==> config.mk <==
export PLATFORM = sky130hd
export DESIGN_NAME = shift_pload_nibble_out
export DESIGN_NICKNAME = d
export VERILOG_FILES = /design/src/rtl/tipi_pkg.sv /design/src/rtl/shift_pload_nibble_out.sv
export SDC_FILE = /design/constraint.sdc
export NUM_CORES = 1
export LEC_CHECK = 0
export CORE_AREA = 4 4 41 43
export CTS_BUF_LIST = sky130_fd_sc_hd__clkbuf_4 sky130_fd_sc_hd__clkbuf_8 sky130_fd_sc_hd__clkbuf_16
export CTS_CLUSTER_SIZE = 28
export DETAILED_ROUTE_END_ITERATION = 6
export DIE_AREA = 0 0 45 47
export PLACE_DENSITY_LB_ADDON = 0.3
export REMOVE_ABC_BUFFERS = 1
export SYNTH_ARGS = -nofsm -noshare
export SYNTH_HDL_FRONTEND = slang
export SYNTH_SLANG_ARGS = --single-unit
==> constraint.sdc <==
create_clock -name clk -period 1.4 [get_ports clk]
set_input_delay 0.21 -clock clk [delete_from_list [all_inputs] [get_ports clk]]
set_output_delay 0.21 -clock clk [all_outputs]
set_load 0.01 [all_outputs]
==> src/rtl/tipi_pkg.sv <==
// Shared constants and types for the TIPI PEB byte/nibble datapath.
package tipi_pkg;

  localparam int TIPI_BYTE_W = 8;
  localparam int TIPI_NIB_W  = 4;

  typedef logic [TIPI_NIB_W-1:0] nib_t;

endpackage

==> src/rtl/shift_pload_nibble_out.sv <==
// Parallel-load shift register that presents a captured byte one nibble at a
// time, most-significant nibble first, back-filling zeros as it shifts.
module shift_pload_nibble_out
  import tipi_pkg::*;
#(
  parameter int DATA_W = TIPI_BYTE_W,
  parameter int NIB_W  = TIPI_NIB_W
) (
  input  logic              clk,
  input  logic              reset,
  input  logic              select,
  input  logic              le,
  input  logic [DATA_W-1:0] data,
  output logic [NIB_W-1:0]  nout
);

  // The register must split into a whole number of nibbles.
  generate
    if (NIB_W <= 0 || DATA_W <= 0 || (DATA_W % NIB_W) != 0) begin : g_bad_width
      $error("shift_pload_nibble_out: DATA_W must be a non-zero multiple of NIB_W");
    end
  endgenerate

  logic [DATA_W-1:0] sreg;

  // Reset beats load, load beats shift; a deselected block holds its contents.
  // The shift is written as a constant left shift so a single-nibble register
  // simply empties to zero instead of needing an empty slice.
  always_ff @(posedge clk) begin
    if (reset) begin
      sreg <= '0;
    end else if (select) begin
      if (le) begin
        sreg <= data;
      end else begin
        sreg <= sreg << NIB_W;
      end
    end
  end

  // The top nibble is always the one on the wire; no extra output register.
  assign nout = sreg[DATA_W-1 -: NIB_W];

endmodule

; Yosys cells after proc, flatten, opt, wreduce, memory -nomap -nowiden
; Cells that the tools add are included.
[classes]
muxes = 1
[ops]
columns = operator, n
row1 = $mux W8, 1
[totals]
out_inout_bits = 4
in_bits = 12
regBits = 8
word_cells = 2

; Longest topological paths before layout
; Gate-level depths: netlist of run 1.
[depth]
ltp_word = 1
ltp_mapped = 3
ltp_nobuf = 2

; Worst setup path after synthesis of run 1
; No wires, ideal clock.
[synth_path]
kind = input port to flip-flop
start = input port le
end = register sreg[5]
setup_slack_ps = 674
path_buffers = 1
cell_stages = 3
t_required_ps = 1269
arrival_time_ps = 595
setup_ps = 131
path_cell_list = buf_6 > mux2i_1 > a211oi_2
[synth_between]
elab_chain_len = 1
[synth_lines]
columns = element, line_no
row1 = from (decl), shift_pload_nibble_out.sv:12  ; input logic le,
row2 = $mux W8, shift_pload_nibble_out.sv:33  ; if (le) begin
row3 = to (signal assigned), shift_pload_nibble_out.sv:34  ; sreg <= data;
row4 = to (signal assigned), shift_pload_nibble_out.sv:36  ; sreg <= sreg << NIB_W;
row5 = to (decl), shift_pload_nibble_out.sv:24  ; logic [DATA_W-1:0] sreg;
; No other way between the ends.
; A chain may end at the register's enable or synchronous reset.

; Final worst setup path of run 1
[layout_path]
start = register sreg[7]
end = output port nout[3]
[layout_rtl]
columns = element, line_no
row1 = to (decl), shift_pload_nibble_out.sv:14  ; output logic [NIB_W-1:0] nout
; No word-level cell between the ends.

==> impl_metrics.toml, run 1 <==
[run_status]
status = "finished clean"

[power]
power_density_nw_per_um2 = 961
finalPower_w = 0.000520
ir_worst_vdd_mv = 0.496
p_leak_nw = 0.207

[cells_and_area]
top_regs = "sreg: 8 flops"
largest_reg_flops = 8
max_flop_register = "sreg"
drive_above_1_share_pct = 16.7
insertedDiodeCount = 0
area_delta_synth_final_pct = 43.9
finalNetCount = 68

[setup_path]
worstSetupEndpointType = "primary output"
crit_chain = "clkdlybuf4s50_1"
slowest_delay_ns = 0.54
crit_fanout = 2
path_buf_inv = 1
cp-start-kind = "register"
cp.arrival_ns = 1.13
crit_family = "buffers and inverters"
critPathRequiredTime_ns = 1.19
slowest_stage = "clkdlybuf4s50_1"
criticalPathCategory = "reg2out"

[placement]
io_buffers = 15
hpwl_um = 629
gp_congestion = 0.683

[floorplanning]
ioPinCount = 16
initial_utilization_pct = 28.9
dieWidth_um = 45
dieHeight_um = 47
rows = 13
die_area_sq_um = 2120
core_area_sq_um = 1300

[clock_tree]
h-tree-depth = 1
clk_latency_ns = 0.25
clk_pin_slew_ns = 0.05
cts_resized = 0
cts_buffers = 3
post-cts-setup-buffers = 0
cts_num_sinks = 8
cts_tree = "done"
cts_hold_buf = 0
cts_root_buf = "clkbuf_4"
cts_buffer_depth = 2

[routing]
drc_errors = 0
vias_per_cell = 4.43
met2_length_um = 389
firstDrtPassIters = 2
ant_nets = 0
routed_wl_um = 775
met1_length_um = 302
route.vias.total = 306
wl_met3_um = 82
drtIter0Drc = 3
top_layer_used = "met3"
wl_per_cell_um = 11.2

[logic_synthesis]
synth_cell_types = 11
ys_seq_area_share_pct = 42.5
yosys_warnings = 0
syn_avg_cell_area_sq_um = 9.66
syn_area_sq_um = 377
ys_ff_latch = 8
synth_cells = 39

[timing]
slew_violations = 0
final_hold_viol_count = 0
finClkSkew_ns = 0.000233
worst_pin_slew_ns = 0.333
max_freq_mhz = 748
period_share_pct = 95.4
setup_viol = 0
fin_crit_ns = 1.34
tns_ns = 0
max-slew-margin-rel_pct = 77.7
rsz0062_at_grt = "no"

[global_routing]
grt_max_degree = 11
track_usage_pct = 8.95
grt_pass1_wl_mm = 1.26
grt_pass1_vias = 295
grt_overflow = 0
antenna_found_initial = 0

[run]
cap_violations = 0

[min_path]
min_path_type = "reg2reg"
[power by group]
part / total (W) / internal [W] / switching (W)
registers: 0.000246 / 0.000240 / 0.00000578
logic: 0.0000974 / 0.0000621 / 0.0000352
clock network: 0.000177 / 0.0000981 / 0.0000790
total: 0.000520 / 0.000400 / 0.000120
[cell type report]
type	count	area [sq um]
clock buffers	3	22.5
fillers	143	759
multi-input cells	24	160
flip-flops and latches	8	160
well taps	15	18.8
repair buffers	19	180
[cell families (layout without fill, tap and decap cells)]
logic type | after synthesis | after routing | synth area share, %
flip-flops | 8 | 8 | 42.5
buffers and inverters | 7 | 22 | 14.9
AND/OR/NAND/NOR | 12 | 12 | 15.9
AO/OA/AOI/OAI | 8 | 8 | 15.9
multiplexers | 4 | 4 | 10.6
[layer usage]
| metal | vias up | global-route usage [%] |
|---|---|---|
| li1 | 162 | - |
| met1 | 130 | 9.40 |
| met2 | 14 | 14.4 |
| met3 | 0 | 5.75 |
| met4 | 0 | 3.51 |
| met5 | - | 0 |
[worst paths after layout]
| path | start | slack (ns) | end | cells after the start |
|---|---|---|---|---|
| worst max-delay path | sreg[7]$_SDFFE_PP0P_ | 0.06 | nout[3] | 1 |
| worst min-delay path | sreg[3]$_SDFFE_PP0P_ | 0.47 | sreg[3]$_SDFFE_PP0P_ | 2 |
| worst max register to register | sreg[3]$_SDFFE_PP0P_ | 0.68 | sreg[7]$_SDFFE_PP0P_ | 2 |
| worst min register to register | sreg[3]$_SDFFE_PP0P_ | 0.47 | sreg[3]$_SDFFE_PP0P_ | 2 |
[metrics by stage]
stage / setup slack, ns / utilization [%] / hold WS (ns) / area [sq um] / instances
6_report: 0.0639 / 41.6 / 0.473 / 542 / 69
5_1_grt: 0.0206 / 41.6 / 0.506 / 542 / 69
4_1_cts: 0.0490 / 41.6 / 0.477 / 542 / 69
3_5_place_dp: 0.0875 / 39.9 / 0.467 / 519 / 66
3_3_place_gp: 0.0928 / 39.9 / 0.458 / 519 / 66
2_1_floorplan: 0.738 / - / 0.275 / 320 / 32
[synth_stat cells]
| master | count | area [sq um] |
|---|---|---|
| clkbuf_1 | 1 | 3.75 |
| mux2i_1 | 4 | 40.0 |
| a211oi_2 | 2 | 25.0 |
| nand2b_1 | 4 | 25.0 |
| a21oi_1 | 4 | 20.0 |
| nand3_1 | 4 | 20.0 |
| buf_4 | 4 | 30.0 |
| buf_6 | 2 | 22.5 |
| a211oi_1 | 2 | 15.0 |
| nor2_1 | 4 | 15.0 |
| dfxtp_1 | 8 | 160 |
[cells in the final DEF (no fill, tap or decap)]
master,n
a211oi_1,2
a211oi_2,2
a21oi_1,4
buf_4,4
clkbuf_4,3
clkdlybuf4s50_1,15
dfxtp_1,8
mux2i_1,4
nand2b_1,4
nand3_1,4
nor2_1,4
Note: power is estimated with default switching activity, not from simulation.
==> inputs of run 2 (changes only) <==
--- a/config.mk
+++ b/config.mk
@@ -5,11 +5,11 @@
 export SDC_FILE = /design/constraint.sdc
 export NUM_CORES = 1
 export LEC_CHECK = 0
-export CORE_AREA = 4 4 41 43
+export CORE_MARGIN = 4
+export CORE_UTILIZATION = 25
 export CTS_BUF_LIST = sky130_fd_sc_hd__clkbuf_4 sky130_fd_sc_hd__clkbuf_8 sky130_fd_sc_hd__clkbuf_16
 export CTS_CLUSTER_SIZE = 28
 export DETAILED_ROUTE_END_ITERATION = 6
-export DIE_AREA = 0 0 45 47
 export PLACE_DENSITY_LB_ADDON = 0.3
 export REMOVE_ABC_BUFFERS = 1
 export SYNTH_ARGS = -nofsm -noshare
==> run 2 against run 1 <==
Against the previous run:
- utilization shrank 2.2 points
- final cell count fell by 2.9%
- first-iteration DRC count is 100% lower
- power shrank 0.61%
- critical path depth did not move
- wire length down 4.9%
- clock power hardly changed
- non-clock buffer count fell by 2
- global-route usage down 1.8 points
==> impl_metrics.toml, run 2 (synthesized netlist as in run 1, its figures left out) <==
[routing]
drtIter0Drc = 0
vias_per_cell = 4.33
route.vias.total = 290
drc_errors = 0
wl_per_cell_um = 11.0
ant_nets = 0
routed_wl_um = 737
firstDrtPassIters = 1

[cells_and_area]
final_cells = 67
area_delta_synth_final_pct = 43.2
max_flop_register = "sreg"
insertedDiodeCount = 0
design_area_sq_um = 539
final_common_cell = "clkdlybuf4s50_1"
drive_above_1_share_pct = 13.5
top_regs = "sreg: 8 flops"
largest_reg_flops = 8
finalNetCount = 66
final_cell_mix = "clkdlybuf4s50_1 (15), dfxtp_1 (8)"

[timing]
final_hold_viol_count = 0
setup_viol = 0
period_share_pct = 94.4
rsz0062_at_grt = "no"
worst_pin_slew_ns = 0.344
max_freq_mhz = 756
finClkSkew_ns = 0.000571
slew_violations = 0
fin_crit_ns = 1.32
holdWs_ns = 0.469
tns_ns = 0
max-slew-margin-rel_pct = 77.0

[setup_path]
crit_chain = "clkdlybuf4s50_1"
critPathRequiredTime_ns = 1.19
slowest_stage = "clkdlybuf4s50_1"
cp.arrival_ns = 1.11
slowest_delay_ns = 0.54
criticalPathCategory = "reg2out"
crit_fanout = 2
path_buf_inv = 1
crit_family = "buffers and inverters"
worstSetupEndpointType = "primary output"
cp-start-kind = "register"

[clock_tree]
cts_buffer_depth = 2
h-tree-depth = 1
post-cts-setup-buffers = 0
cts_root_buf = "clkbuf_4"
cts_hold_buf = 0
cts_tree = "done"
cts_num_sinks = 8
clk_pin_slew_ns = 0.05
cts_resized = 0
cts_buffers = 3
clk_latency_ns = 0.25

[placement]
dp_cells = 64
io_buffers = 15
gp_congestion = 0.636
placed_cell_area_sq_um = 517

[global_routing]
grt_overflow = 0
antenna_found_initial = 0
track_usage_pct = 7.11
grt_most_used_layer = "met2"
grt_pass1_vias = 248
grt_max_degree = 17
grt_pass1_wl_mm = 1.01
met3_usage_pct = 5.75
grt.met1_usage_pct = 8.39
use_met2_pct = 9.21

[floorplanning]
ioPinCount = 16
initial_utilization_pct = 27.6
dieHeight_um = 46.8
die_area_sq_um = 2190
rows = 13
core_area_sq_um = 1370
dieWidth_um = 46.8

[min_path]
min_path_type = "reg2reg"

[run_status]
status = "finished clean"

[power]
power_density_nw_per_um2 = 959
p_leak_nw = 0.201
ir_worst_vdd_mv = 0.354

[run]
cap_violations = 0
## run 2: cell type report
class | instances | area [sq um]
fillers | 144 | 827
repair buffers | 17 | 178
flip-flops and latches | 8 | 160
multi-input cells | 24 | 160
clock buffers | 3 | 22.5
well taps | 15 | 18.8
## run 2: stage by stage
stage | worst slack (ns) | util (%) | power [W]
2_1_floorplan | 0.738 | - | 0.000278
3_3_place_gp | 0.0415 | 37.8 | 0.000348
3_5_place_dp | 0.0309 | 37.8 | 0.000349
4_1_cts | 0.0628 | 39.5 | 0.000526
5_1_grt | 0.0353 | 39.5 | 0.000540
6_report | 0.0778 | 39.5 | 0.000517
## run 2: worst paths after layout
path	startpoint	endpoint	slack [ns]	cells past startpoint
max	sreg[5]$_SDFFE_PP0P_	nout[1]	0.08	1
min	sreg[0]$_SDFFE_PP0P_	sreg[0]$_SDFFE_PP0P_	0.47	2
min reg2reg	sreg[0]$_SDFFE_PP0P_	sreg[0]$_SDFFE_PP0P_	0.47	2
max reg2reg	sreg[0]$_SDFFE_PP0P_	sreg[4]$_SDFFE_PP0P_	0.70	2
## run 2: power by group
part	total, W	internal (W)	switching [W]	leakage (nW)
sequential	0.000246	0.000240	0.00000546	0.0658
combinational	0.0000976	0.0000624	0.0000352	0.122
clock	0.000174	0.0000979	0.0000760	0.0138
total	0.000517	0.000401	0.000117	0.201
## run 2: layer usage
metal,vias to the layer above,wire [um]
met2,10,326
li1,157,-
met5,-,0
met3,0,81
met1,123,330
met4,0,0
==> inputs of run 3 (changes only) <==
--- a/config.mk
+++ b/config.mk
@@ -5,10 +5,11 @@
 export SDC_FILE = /design/constraint.sdc
 export NUM_CORES = 1
 export LEC_CHECK = 0
+export CAP_MARGIN = 20
 export CORE_MARGIN = 4
 export CORE_UTILIZATION = 25
 export CTS_BUF_LIST = sky130_fd_sc_hd__clkbuf_4 sky130_fd_sc_hd__clkbuf_8 sky130_fd_sc_hd__clkbuf_16
-export CTS_CLUSTER_SIZE = 28
+export CTS_CLUSTER_SIZE = 30
 export DETAILED_ROUTE_END_ITERATION = 6
 export PLACE_DENSITY_LB_ADDON = 0.3
 export REMOVE_ABC_BUFFERS = 1
==> results of run 3 <==
The final DEF is identical to that of run 2; final timing and power are the same.
